## src/rtl/pong_meas_pkg.sv

```systemverilog
// Shared definitions for the pong measurement blocks.
//   meter_state_e       : state encoding of the strobe frequency meter
//   GATE_CYCLES_DEFAULT : one-second gate window in board clock cycles
`ifndef BOARD_CLK_MHZ
`define BOARD_CLK_MHZ 100
`endif

package pong_meas_pkg;

  typedef enum logic [0:0] {
    IDLE    = 1'b0,
    MEASURE = 1'b1
  } meter_state_e;

  localparam int unsigned GATE_CYCLES_DEFAULT = `BOARD_CLK_MHZ * 1_000_000;

endpackage

```

## src/rtl/strobe_edge_det.sv

```systemverilog
// Rising-edge detector for a clk_i-synchronous level (strobes, buttons).
// The previous level is held in a register that updates every cycle, so a
// level that is already high only produces a new edge after it falls.
//   clk_i  : system clock
//   rst_ni : asynchronous active-low reset
//   d_i    : level to watch
//   rise_o : high in the cycle where d_i is 1 and was 0 the cycle before
module strobe_edge_det (
  input  logic clk_i,
  input  logic rst_ni,
  input  logic d_i,
  output logic rise_o
);

  logic d_q_r;

  // Previous-cycle copy of the watched level.
  always_ff @(posedge clk_i or negedge rst_ni) begin
    if (!rst_ni) begin
      d_q_r <= 1'b0;
    end else begin
      d_q_r <= d_i;
    end
  end

  assign rise_o = d_i & ~d_q_r;

endmodule

```

## src/rtl/strobe_freq_meter.sv

```systemverilog
// Strobe frequency meter: counts rising edges of strobe_i over a gate
// window of GATE_CYCLES clocks and publishes the count on freq_o, in the
// same units dynamic_strobe_gen takes as its strobe frequency.
//   clk_i        : system clock
//   rst_ni       : asynchronous active-low reset
//   en_i         : measure continuously while high
//   strobe_i     : strobe to measure (synchronous, any pulse width)
//   freq_o       : edge count of the last completed window
//   freq_valid_o : one-cycle pulse when freq_o updates
//   overflow_o   : last completed window saturated the count
//   busy_o       : a window is in progress
module strobe_freq_meter
  import pong_meas_pkg::*;
#(
  parameter int FREQ_W      = 10,
  parameter int GATE_CYCLES = GATE_CYCLES_DEFAULT,
  parameter int GATE_W      = $clog2(GATE_CYCLES)
) (
  input  logic              clk_i,
  input  logic              rst_ni,
  input  logic              en_i,
  input  logic              strobe_i,
  output logic [FREQ_W-1:0] freq_o,
  output logic              freq_valid_o,
  output logic              overflow_o,
  output logic              busy_o
);

  localparam logic [FREQ_W-1:0] EVT_MAX   = {FREQ_W{1'b1}};
  localparam logic [GATE_W-1:0] GATE_LAST = GATE_W'(GATE_CYCLES - 1);

  meter_state_e      state_r, state_next_s;
  logic [GATE_W-1:0] gate_cnt_r, gate_cnt_next_s;
  logic [FREQ_W-1:0] evt_cnt_r, evt_cnt_next_s, evt_inc_s;
  logic              ovf_r, ovf_next_s, ovf_inc_s;
  logic              rise_s, last_gate_s, load_s;

  logic [FREQ_W-1:0] freq_r;
  logic              freq_valid_r, overflow_r, busy_r;

  strobe_edge_det u_edge (
    .clk_i  (clk_i),
    .rst_ni (rst_ni),
    .d_i    (strobe_i),
    .rise_o (rise_s)
  );

  // Event count and overflow flag including this cycle's edge (saturating).
  always_comb begin
    evt_inc_s = evt_cnt_r;
    ovf_inc_s = ovf_r;
    if (rise_s) begin
      if (evt_cnt_r == EVT_MAX) begin
        ovf_inc_s = 1'b1;
      end else begin
        evt_inc_s = evt_cnt_r + FREQ_W'(1'b1);
      end
    end else begin
      evt_inc_s = evt_cnt_r;
    end
  end

  assign last_gate_s = (gate_cnt_r == GATE_LAST);

  // Next-state logic: window sequencing, abort and back-to-back restart.
  always_comb begin
    state_next_s    = state_r;
    gate_cnt_next_s = gate_cnt_r;
    evt_cnt_next_s  = evt_cnt_r;
    ovf_next_s      = ovf_r;
    load_s          = 1'b0;
    case (state_r)
      IDLE: begin
        gate_cnt_next_s = {GATE_W{1'b0}};
        evt_cnt_next_s  = {FREQ_W{1'b0}};
        ovf_next_s      = 1'b0;
        if (en_i) begin
          state_next_s = MEASURE;
        end else begin
          state_next_s = IDLE;
        end
      end
      MEASURE: begin
        if (last_gate_s) begin
          // Window complete; a new one starts next cycle if still enabled.
          load_s          = 1'b1;
          gate_cnt_next_s = {GATE_W{1'b0}};
          evt_cnt_next_s  = {FREQ_W{1'b0}};
          ovf_next_s      = 1'b0;
          state_next_s    = en_i ? MEASURE : IDLE;
        end else if (!en_i) begin
          // Abort: the partial count is dropped, outputs keep old values.
          gate_cnt_next_s = {GATE_W{1'b0}};
          evt_cnt_next_s  = {FREQ_W{1'b0}};
          ovf_next_s      = 1'b0;
          state_next_s    = IDLE;
        end else begin
          gate_cnt_next_s = gate_cnt_r + GATE_W'(1'b1);
          evt_cnt_next_s  = evt_inc_s;
          ovf_next_s      = ovf_inc_s;
          state_next_s    = MEASURE;
        end
      end
      default: begin
        gate_cnt_next_s = {GATE_W{1'b0}};
        evt_cnt_next_s  = {FREQ_W{1'b0}};
        ovf_next_s      = 1'b0;
        state_next_s    = IDLE;
      end
    endcase
  end

  // State and window counter registers.
  always_ff @(posedge clk_i or negedge rst_ni) begin
    if (!rst_ni) begin
      state_r    <= IDLE;
      gate_cnt_r <= {GATE_W{1'b0}};
      evt_cnt_r  <= {FREQ_W{1'b0}};
      ovf_r      <= 1'b0;
    end else begin
      state_r    <= state_next_s;
      gate_cnt_r <= gate_cnt_next_s;
      evt_cnt_r  <= evt_cnt_next_s;
      ovf_r      <= ovf_next_s;
    end
  end

  // Registered result, valid pulse and busy flag.
  always_ff @(posedge clk_i or negedge rst_ni) begin
    if (!rst_ni) begin
      freq_r       <= {FREQ_W{1'b0}};
      overflow_r   <= 1'b0;
      freq_valid_r <= 1'b0;
      busy_r       <= 1'b0;
    end else begin
      if (load_s) begin
        freq_r     <= evt_inc_s;
        overflow_r <= ovf_inc_s;
      end else begin
        freq_r     <= freq_r;
        overflow_r <= overflow_r;
      end
      freq_valid_r <= load_s;
      busy_r       <= (state_next_s == MEASURE);
    end
  end

  assign freq_o       = freq_r;
  assign overflow_o   = overflow_r;
  assign freq_valid_o = freq_valid_r;
  assign busy_o       = busy_r;

endmodule
```

## config.mk

```make
export PLATFORM = sky130hd
export DESIGN_NAME = strobe_freq_meter
export DESIGN_NICKNAME = d
export VERILOG_FILES = /design/src/rtl/pong_meas_pkg.sv /design/src/rtl/strobe_edge_det.sv /design/src/rtl/strobe_freq_meter.sv
export SDC_FILE = /design/constraint.sdc
export NUM_CORES = 1
export LEC_CHECK = 0
export ABC_AREA = 0
export BUFFER_PORTS_ARGS = -buffer_cell sky130_fd_sc_hd__buf_4
export CORE_UTILIZATION = 60
export CTS_BUF_LIST = sky130_fd_sc_hd__clkbuf_8
export CTS_CLUSTER_DIAMETER = 80
export DETAILED_ROUTE_END_ITERATION = 8
export PLACE_DENSITY = 0.83
export SYNTH_ARGS = -nofsm -noshare
export SYNTH_HDL_FRONTEND = slang
export SYNTH_SLANG_ARGS = --single-unit
```

## constraint.sdc

```tcl
create_clock -name clk_i -period 2.36 [get_ports clk_i]
set_clock_uncertainty 0.2 [all_clocks]
set_input_delay 0.354 -clock clk_i [delete_from_list [all_inputs] [get_ports clk_i]]
set_output_delay 0.354 -clock clk_i [all_outputs]
set_load 0.03 [all_outputs]
```

==> impl_metrics.env, run 1 <==
export IMPL_cts_tree="done"
export IMPL_clk_pin_slew_ps=90
export IMPL_period_share=0.945
export IMPL_cts_sinks=52
export IMPL_die_w_um=67.1
export IMPL_port_buffers=16
export IMPL_syn_inst=252
export IMPL_setup_ws_ps=131
export IMPL_grt_pass1_vias=1944
export IMPL_htreeDepth=2
export IMPL_final_net_count=289
export IMPL_fin_hold_ws_ps=286
export IMPL_fmax_mhz=449
export IMPL_synth_seq_cells=52
export IMPL_holdPathStages=1
export IMPL_firstDrtPassIters=4
export IMPL_syn_num_nets=258
export IMPL_start_kind="flip-flop"
export IMPL_grt_pass1_wl_um=8470
export IMPL_drv_cap=0
export IMPL_antenna_found_initial=0
export IMPL_worstPathCellList="ha_1 -> buf_4 -> and4_2 -> nand4_1 -> or4_4 -> buf_4 -> mux2i_1"
export IMPL_seqCellArea_um2=1300
export IMPL_synth_cell_area_um2=2540
export IMPL_grt_usage=0.257
export IMPL_setup_viol=0
export IMPL_ios=17
export IMPL_arrival_ps=2220
export IMPL_synth_area_leaders="dfrtp_1 (51%), mux2i_1 (5.1%), nor2_1 (4.3%), xnor2_1 (3.4%), nand4_1 (2.7%)"
export IMPL_power_frac_clock=0.359
export IMPL_multi_input_area_um2=1160
export IMPL_tns_ps=0
export IMPL_route_vias_total=1977
export IMPL_switching_share=0.230
export IMPL_dpl_hpwl_um=3420
export IMPL_cts_setup_buffers=0
export IMPL_cts_max_path_buffers=2
export IMPL_cp_end_kind="flip-flop"
export IMPL_slew_violations=0
export IMPL_gr_total_overflow=0
export IMPL_required_ps=2350
export IMPL_antenna_left=0
export IMPL_p_sw_uw=344
export IMPL_ys_warn_count=0
export IMPL_post_route_drc_count=0
export IMPL_rows=23
export IMPL_vias_per_cell=5.92
export IMPL_syn_to_final_growth_pct=15.5
export IMPL_mostFrequentLayoutCells="dfrtp_1 (52), nor2_1 (29), buf_4 (29)"
export IMPL_hold_viol=0
export IMPL_ys_seq_area_frac=0.512
export IMPL_pwr_share_seq=0.602
export IMPL_drt_iter0_drc=167
export IMPL_cts_buffers=5
export IMPL_dieHeight_um=67.1
export IMPL_crit_cells=7
export IMPL_root_buffer="clkbuf_8"
export IMPL_synth_cell_types=39
export IMPL_crit_slowest_cell="or4_4"
export IMPL_clk_latency_ps=320
export IMPL_fillers=291
export IMPL_tightest_slew_ps=633
export IMPL_core_area_um2=4030
export IMPL_diodes=0
export IMPL_yosysTopAreaCell="dfrtp_1"
export IMPL_cp_buffers_inverters=2
export IMPL_die_area_um2=4500
export IMPL_outcome="finished, final reports clean"
export IMPL_final_core_util=0.728
export IMPL_pre_cts_ws_ps=20.3
export IMPL_wl_um=4900
export IMPL_final_common_cell="dfrtp_1"
export IMPL_wl_per_cell_um=14.7
export IMPL_critPathTopFamily="simple AND/OR/NAND/NOR gates"
export IMPL_p_leak_nw=1.27
export IMPL_vdd_drop_max_mv=0.418
export IMPL_drive_gt1_frac=0.187
export IMPL_synth_top_cell_area_share=0.512
export IMPL_critPathLaunch="gate_cnt_r[0]$_DFF_PN0_"
export IMPL_grt_max_degree=53
export IMPL_start_util=0.630
export IMPL_r2r_cells=7
export IMPL_intPower_mw=1.15
export IMPL_p_comb_frac=0.039
export IMPL_cellPowerDensity_nw_per_um2=510
export IMPL_hp_class="reg -> reg"
export IMPL_relSlewSlack=0.578
export IMPL_fin_crit_ps=2230
export IMPL_min_from="gate_cnt_r[0]$_DFF_PN0_"
export IMPL_critPathMaxStageDelay_ps=530
export IMPL_crit_top_cell="buf_4"
export IMPL_gp_congestion=0.880
export IMPL_syn_area_per_cell_um2=10.1
export IMPL_worstPathMaxFanout=6
export IMPL_regToRegStartpoint="gate_cnt_r[0]$_DFF_PN0_"
export IMPL_critPathKind="reg -> reg"
==> kinds of logic (layout without fill, tap and decap cells) <==
group	count (synthesis)	after routing	share of synthesized area
AO/OA/AOI/OAI	39	39	0.101
XOR/XNOR	15	15	0.0517
adder cells (fa/ha/maj)	2	2	0.00985
buffers and inverters	24	56	0.0399
flip-flops	52	52	0.512
multiplexers	14	14	0.0557
AND/OR/NAND/NOR	106	106	0.230
==> power groups by stage <==
stage | Combinational (mW) | Clock, mW | Sequential (mW)
4_1_cts | 0.0600 | 0.557 | 0.900
3_5_place_dp | 0.0560 | 0 | 0.918
3_3_place_gp | 0.0548 | 0 | 0.918
5_1_grt | 0.0667 | 0.588 | 0.901
6_report | 0.0585 | 0.538 | 0.900
2_1_floorplan | 0.0194 | 0 | 0.920
==> synthesized netlist by cell type (all sizes together) <==
library cell and instances:
a21oi 14, nand2 12, nor3 7, o2111ai 1, a31o 2, mux2i 13, nor4 4, nand3 13
o22ai 1, and4 4, inv 16, nand2b 1, and3 2, or4 9, nor4b 1, o311ai 1
ha 2, or3 6, clkbuf 1, dfrtp 52, a31oi 1, nand4b 1, and4b 1, nand4 12
o21ai 10, nor2 29, xor2 5, o31ai 8, nor2b 3, xnor2 10, mux2 1, buf 7
and2 1, o31a 1
==> area by class of cell <==
type | count | area share
Clock buffer | 6 | 0.0282
Timing Repair Buffer | 32 | 0.0845
Tap cell | 50 | 0.0213
Sequential cell | 52 | 0.444
Multi-Input combinational cell | 176 | 0.397
Clock inverter | 2 | 0.00469
Inverter | 16 | 0.0205
==> registers in the layout (all words and copies together) (netlist names) <==
register	count
freq_o	10
gate_cnt_r	27
ovf_r	1
u_edge.d_q_r	1
evt_cnt_r	10
busy_o	1
freq_valid_o	1
overflow_o	1
==> what timing repair did <==
action | in CTS | in global routing
setup endpoints to repair | 0 | 12
gates resized for setup | 0 | 4
endpoints found under the hold margin | 54 | 0
hold buffers | 3 | 0
==> metal layers <==
layer / wire length [µm] / global-route usage / part of all wire
met1: 2160 / 0.306 / 0.44
met2: 2400 / 0.436 / 0.49
met3: 213 / 0.0514 / 0.043
met4: 133 / 0.125 / 0.027
met5: 0 / 0 / 0
==> stage by stage <==
stage	area (µm²)	power (mW)	cells
2_1_floorplan	2540	0.940	252
3_3_place_gp	2790	0.973	323
3_5_place_dp	2790	0.974	323
4_1_cts	2920	1.52	334
5_1_grt	2930	1.56	334
6_report	2930	1.50	334
==> final timing paths <==
path	end	slack, ps
min in group asynchronous	u_edge.d_q_r$_DFF_PN0_	400
worst min-delay path	gate_cnt_r[0]$_DFF_PN0_	290
worst max register to register	freq_o[7]$_DFFE_PN0P_	130
worst min register to register	gate_cnt_r[0]$_DFF_PN0_	290
max in group asynchronous	gate_cnt_r[11]$_DFF_PN0_	1140
worst max-delay path	freq_o[7]$_DFFE_PN0P_	130
Note: power is estimated with default switching activity, not from simulation.
==> run 2, diff against run 1 <==
--- a/config.mk
+++ b/config.mk
@@ -7,6 +7,7 @@
 export LEC_CHECK = 0
 export ABC_AREA = 0
 export BUFFER_PORTS_ARGS = -buffer_cell sky130_fd_sc_hd__buf_4
+export CORE_ASPECT_RATIO = 1.2
 export CORE_UTILIZATION = 60
 export CTS_BUF_LIST = sky130_fd_sc_hd__clkbuf_8
 export CTS_CLUSTER_DIAMETER = 80
==> run 2 against run 1 <==
  * Total power barely moved
  * Routed wire length rose by 3.6%
  * Via count up 2.8%
  * Setup slack worse by 23 ps
==> impl_metrics.env, run 2 (same netlist as run 1, synthesis figures left out) <==
export IMPL_outcome="finished, final reports clean"
export IMPL_rows=25
export IMPL_port_buffers=16
export IMPL_vdd_drop_max_mv=0.355
export IMPL_p_leak_nw=1.27
export IMPL_cts_buffers=5
export IMPL_grt_pass1_vias=1932
export IMPL_grt_usage=0.250
export IMPL_p_total_mw=1.50
export IMPL_grt_pass1_wl_um=8310
export IMPL_grt_max_degree=53
export IMPL_rrSetupSlack_ps=110
export IMPL_setup_viol=0
export IMPL_gp_congestion=0.808
export IMPL_syn_to_final_growth_pct=16.3
export IMPL_tns_ps=0
export IMPL_clk_latency_ps=310
export IMPL_final_core_util=0.738
export IMPL_regMostFlops="gate_cnt_r"
export IMPL_crit_top_cell="buf_4"
export IMPL_min_to="gate_cnt_r[0]$_DFF_PN0_"
export IMPL_core_area_um2=4000
export IMPL_rsz0062_at_grt="false"
export IMPL_worstPathMaxFanout=5
export IMPL_critPathTopFamily="simple AND/OR/NAND/NOR gates"
export IMPL_worstPathCellList="ha_1 -> buf_4 -> and4_2 -> nand4_1 -> or4_1 -> buf_4 -> mux2i_1"
export IMPL_regToRegStartpoint="gate_cnt_r[0]$_DFF_PN0_"
export IMPL_cts_tree="done"
export IMPL_holdPathStages=1
export IMPL_cellPowerDensity_nw_per_um2=506
export IMPL_gr_total_overflow=0
export IMPL_die_w_um=61.4
export IMPL_cts_max_path_buffers=2
export IMPL_critPathMaxStageDelay_ps=550
export IMPL_hp_class="reg -> reg"
export IMPL_slew_violations=0
export IMPL_ios=17
export IMPL_arrival_ps=2250
export IMPL_critPathKind="reg -> reg"
export IMPL_fmax_mhz=444
export IMPL_post_route_drc_count=0
export IMPL_wl_um=5080
export IMPL_min_from="gate_cnt_r[0]$_DFF_PN0_"
export IMPL_r2r_cells=7
export IMPL_wl_per_cell_um=15.0
export IMPL_final_common_cell="dfrtp_1"
export IMPL_required_ps=2350
export IMPL_clk_pin_slew_ps=90
export IMPL_root_buffer="clkbuf_8"
export IMPL_hold_viol=0
export IMPL_firstDrtPassIters=4
export IMPL_cts_setup_buffers=0
export IMPL_cp_buffers_inverters=2
export IMPL_start_kind="flip-flop"
export IMPL_tightest_slew_ps=634
export IMPL_cp_end_kind="flip-flop"
export IMPL_period_share=0.954
export IMPL_die_area_um2=4500
export IMPL_antenna_left=0
export IMPL_route_vias_total=2033
export IMPL_largest_register_ffs=27
export IMPL_crit_slowest_cell="or4_1"
export IMPL_dpl_hpwl_um=3570
export IMPL_r2r_end="freq_o[0]$_DFFE_PN0P_"
export IMPL_drive_gt1_frac=0.187
export IMPL_mostFrequentLayoutCells="dfrtp_1 (52), nor2_1 (29), buf_4 (28)"
export IMPL_relSlewSlack=0.577
export IMPL_start_util=0.634
export IMPL_drt_iter0_drc=206
export IMPL_htreeDepth=2
export IMPL_fin_crit_ps=2250
export IMPL_cts_sinks=52
export IMPL_diodes=0
export IMPL_final_net_count=289
export IMPL_drv_cap=0
export IMPL_vias_per_cell=6.01
export IMPL_dieHeight_um=73.3
export IMPL_crit_cells=7
export IMPL_antenna_found_initial=0
## run 2: cell count changes in the layout (fill, tap and decap cells not counted)
cell        before  now
clkinvlp_4       0    2
buf_12           0    1
buf_4           29   28
clkinv_2         1    0
inv_6            1    0
nor4_1           4    3
nor4_2           0    1
or4_1            3    4
or4_4            6    5
## run 2: layer usage
layer  track usage  share of wire
met1         0.277           0.41
met2         0.457           0.53
met3        0.0440          0.033
met4         0.111          0.024
met5             0              0
## run 2: power by group
part | internal, mW | switching, mW | leakage [nW]
Sequential | 0.895 | 0.00520 | 0.713
Clock | 0.238 | 0.297 | 0.0434
Combinational | 0.0197 | 0.0407 | 0.511
## run 2: worst max-delay path by stage
| stage | endpoint | slack, ps | startpoint |
|---|---|---|---|
| after floorplan | freq_o[5]$_DFFE_PN0P_ | 180 | gate_cnt_r[0]$_DFF_PN0_ |
| after global placement | gate_cnt_r[18]$_DFF_PN0_ | 100 | gate_cnt_r[0]$_DFF_PN0_ |
| after detailed placement | gate_cnt_r[18]$_DFF_PN0_ | 40 | gate_cnt_r[0]$_DFF_PN0_ |
| after CTS | gate_cnt_r[25]$_DFF_PN0_ | 20 | gate_cnt_r[2]$_DFF_PN0_ |
| after global routing | overflow_o$_DFFE_PN0P_ | 6 | gate_cnt_r[0]$_DFF_PN0_ |
| final | freq_o[0]$_DFFE_PN0P_ | 110 | gate_cnt_r[0]$_DFF_PN0_ |
## run 2: what timing repair did
item / 4_1_cts / 5_1_grt
gates resized for setup: 1 / 3
pin swaps: 0 / 1
hold buffers: 3 / 0
cloned: 0 / 0
endpoints found under the hold margin: 54 / 0
setup endpoints to repair: 1 / 6
## run 2: through the flow
step,instances,hold WS (ps),cell area (µm²),setup WS (ps)
floorplan,252,-142,2540,175
global placement,327,219,2810,97.7
detailed placement,327,220,2810,36.5
CTS,338,299,2940,20.2
global route,338,327,2950,6.32
finish,338,292,2950,108
## run 2: area by class of cell
cell class / instances / area [µm²]
multi-input cells: 176 / 1170
inverters: 16 / 60.1
clock inverters: 2 / 15.0
repair buffers: 32 / 260
well taps: 54 / 67.6
fillers: 328 / 1050
flip-flops and latches: 52 / 1300
clock buffers: 6 / 82.6
==> run 3, diff against run 2 <==
--- a/config.mk
+++ b/config.mk
@@ -8,11 +8,11 @@
 export ABC_AREA = 0
 export BUFFER_PORTS_ARGS = -buffer_cell sky130_fd_sc_hd__buf_4
 export CORE_ASPECT_RATIO = 1.2
-export CORE_UTILIZATION = 60
+export CORE_UTILIZATION = 25
 export CTS_BUF_LIST = sky130_fd_sc_hd__clkbuf_8
 export CTS_CLUSTER_DIAMETER = 80
 export DETAILED_ROUTE_END_ITERATION = 8
-export PLACE_DENSITY = 0.83
+export PLACE_DENSITY = 0.44
 export SYNTH_ARGS = -nofsm -noshare
 export SYNTH_HDL_FRONTEND = slang
 export SYNTH_SLANG_ARGS = --single-unit
==> run 3 against run 2 <==
  * Via count is 1.3% lower
  * Die area is 130% higher
  * Register-to-register slack hardly changed
  * Largest cell class unchanged
  * Sequential cell count stayed put
  * Critical path depth is 1 lower
  * Total power is 0.47% lower
  * Global-route usage is 13 points lower
  * Largest power group unchanged
  * Highest routed layer unchanged
  * Critical path type unchanged
  * Non-clock buffer count is 8 higher
  * Routed wire length is 11% higher
  * Utilization is 42 points lower
==> impl_metrics.env, run 3 (same netlist as run 1, synthesis figures left out) <==
export IMPL_vdd_drop_max_mv=0.264
export IMPL_fin_area_um2=3090
export IMPL_start_kind="flip-flop"
export IMPL_critPathMaxStageDelay_ps=610
export IMPL_grt_pass1_wl_um=9870
export IMPL_period_share=0.950
export IMPL_dpl_hpwl_um=3990
export IMPL_firstDrtPassIters=4
export IMPL_fin_crit_ps=2240
export IMPL_cellPowerDensity_nw_per_um2=482
export IMPL_final_core_util=0.318
export IMPL_die_w_um=94.0
export IMPL_relSlewSlack=0.553
export IMPL_critPathKind="reg -> reg"
export IMPL_required_ps=2380
export IMPL_crit_slowest_cell="or4_4"
export IMPL_slew_violations=0
export IMPL_wl_um=5640
export IMPL_root_buffer="clkbuf_8"
export IMPL_clk_pin_slew_ps=100
export IMPL_critPathTopFamily="simple AND/OR/NAND/NOR gates"
export IMPL_place_area_um2=2950
export IMPL_cts_sinks=52
export IMPL_hp_class="reg -> reg"
export IMPL_gp_congestion=0.794
export IMPL_htreeDepth=2
export IMPL_diodes=0
export IMPL_ios=17
export IMPL_cts_max_path_buffers=2
export IMPL_clk_latency_ps=310
export IMPL_regMostFlops="gate_cnt_r"
export IMPL_rows=39
export IMPL_placedCellCount=404
export IMPL_start_util=0.262
export IMPL_grt_max_degree=53
export IMPL_rsz0062_at_grt="false"
export IMPL_wl_per_cell_um=13.6
export IMPL_final_net_count=297
export IMPL_drt_iter0_drc=81
export IMPL_hold_viol=0
export IMPL_setup_viol=0
export IMPL_post_route_drc_count=0
export IMPL_fin_cells=415
export IMPL_arrival_ps=2270
export IMPL_cp_buffers_inverters=1
export IMPL_pre_cts_ws_ps=50.5
export IMPL_worstPathCellList="ha_1 -> nand4_1 -> or4_4 -> buf_4 -> or3_1 -> a21oi_1"
export IMPL_p_leak_nw=1.31
export IMPL_die_area_um2=10600
export IMPL_antenna_left=0
export IMPL_cts_setup_buffers=0
export IMPL_final_common_cell="dfrtp_1"
export IMPL_cp_end_kind="flip-flop"
export IMPL_tightest_slew_ps=671
export IMPL_dieHeight_um=112
export IMPL_tns_ps=0
export IMPL_route_vias_total=2007
export IMPL_gr_total_overflow=0
export IMPL_outcome="finished, final reports clean"
export IMPL_drive_gt1_frac=0.205
export IMPL_grt_pass1_vias=2031
export IMPL_cts_buffers=5
export IMPL_worstPathMaxFanout=8
export IMPL_fmax_mhz=446
export IMPL_core_area_um2=9710
export IMPL_setup_ws_ps=117
export IMPL_largest_register_ffs=27
export IMPL_antenna_found_initial=0
export IMPL_cts_tree="done"
export IMPL_port_buffers=16
export IMPL_grt_usage=0.118
export IMPL_vias_per_cell=4.84
export IMPL_mostFrequentLayoutCells="dfrtp_1 (52), buf_4 (36), nor2_1 (29)"
export IMPL_drv_cap=0
export IMPL_syn_to_final_growth_pct=21.6
==> run 3: routing by layer <==
| layer | up-vias | GRT usage | routed length [µm] |
|---|---|---|---|
| li1 | 983 | - | - |
| met1 | 1003 | 0.151 | 2630 |
| met2 | 17 | 0.200 | 2850 |
| met3 | 4 | 0.0251 | 116 |
| met4 | 0 | 0.0287 | 42 |
| met5 | - | 0 | 0 |
==> run 3: worst paths after layout <==
| path | endpoint | startpoint | slack, ps | cells past startpoint |
|---|---|---|---|---|
| setup / recovery | gate_cnt_r[18]$_DFF_PN0_ | gate_cnt_r[0]$_DFF_PN0_ | 120 | 6 |
| hold / removal | gate_cnt_r[0]$_DFF_PN0_ | gate_cnt_r[0]$_DFF_PN0_ | 290 | 1 |
| setup reg to reg | gate_cnt_r[18]$_DFF_PN0_ | gate_cnt_r[0]$_DFF_PN0_ | 120 | 6 |
| hold reg to reg | gate_cnt_r[0]$_DFF_PN0_ | gate_cnt_r[0]$_DFF_PN0_ | 290 | 1 |
| max in group asynchronous | gate_cnt_r[15]$_DFF_PN0_ | rst_ni | 1090 | 2 |
| min in group asynchronous | gate_cnt_r[23]$_DFF_PN0_ | rst_ni | 420 | 2 |
==> run 3: what timing repair did <==
action | 4_1_cts | 5_1_grt
gates resized for setup | 0 | 3
hold buffers | 3 | 0
endpoints found under the hold margin | 54 | 0
setup endpoints to repair | 0 | 17
==> run 3: metrics by stage <==
stage / hold slack [ps] / power (mW)
CTS: 291 / 1.53
global placement: 251 / 0.980
global route: 314 / 1.56
floorplan: -142 / 0.940
finish: 286 / 1.49
detailed placement: 248 / 0.979
==> run 3: layout make-up <==
cell class / instances / area (µm²)
clock buffers: 5 / 68.8
clock inverters: 3 / 26.3
fillers: 1005 / 6620
inverters: 16 / 60.1
multi-input cells: 176 / 1160
flip-flops and latches: 52 / 1300
well taps: 123 / 154
repair buffers: 40 / 320
==> run 3: worst reg2reg max path, cell delays in order, from the launching register on <==
cell     delay [ps]
dfrtp_1         400
ha_1            180
nand4_1         130
or4_4           610
buf_4           170
or3_1           330
a21oi_1         140
==> run 3: power breakdown <==
group / internal [mW] / total, mW / leakage [nW] / switching, mW
clock network: 0.217 / 0.526 / 0.0487 / 0.309
logic: 0.0197 / 0.0621 / 0.550 / 0.0424
registers: 0.895 / 0.901 / 0.713 / 0.00535
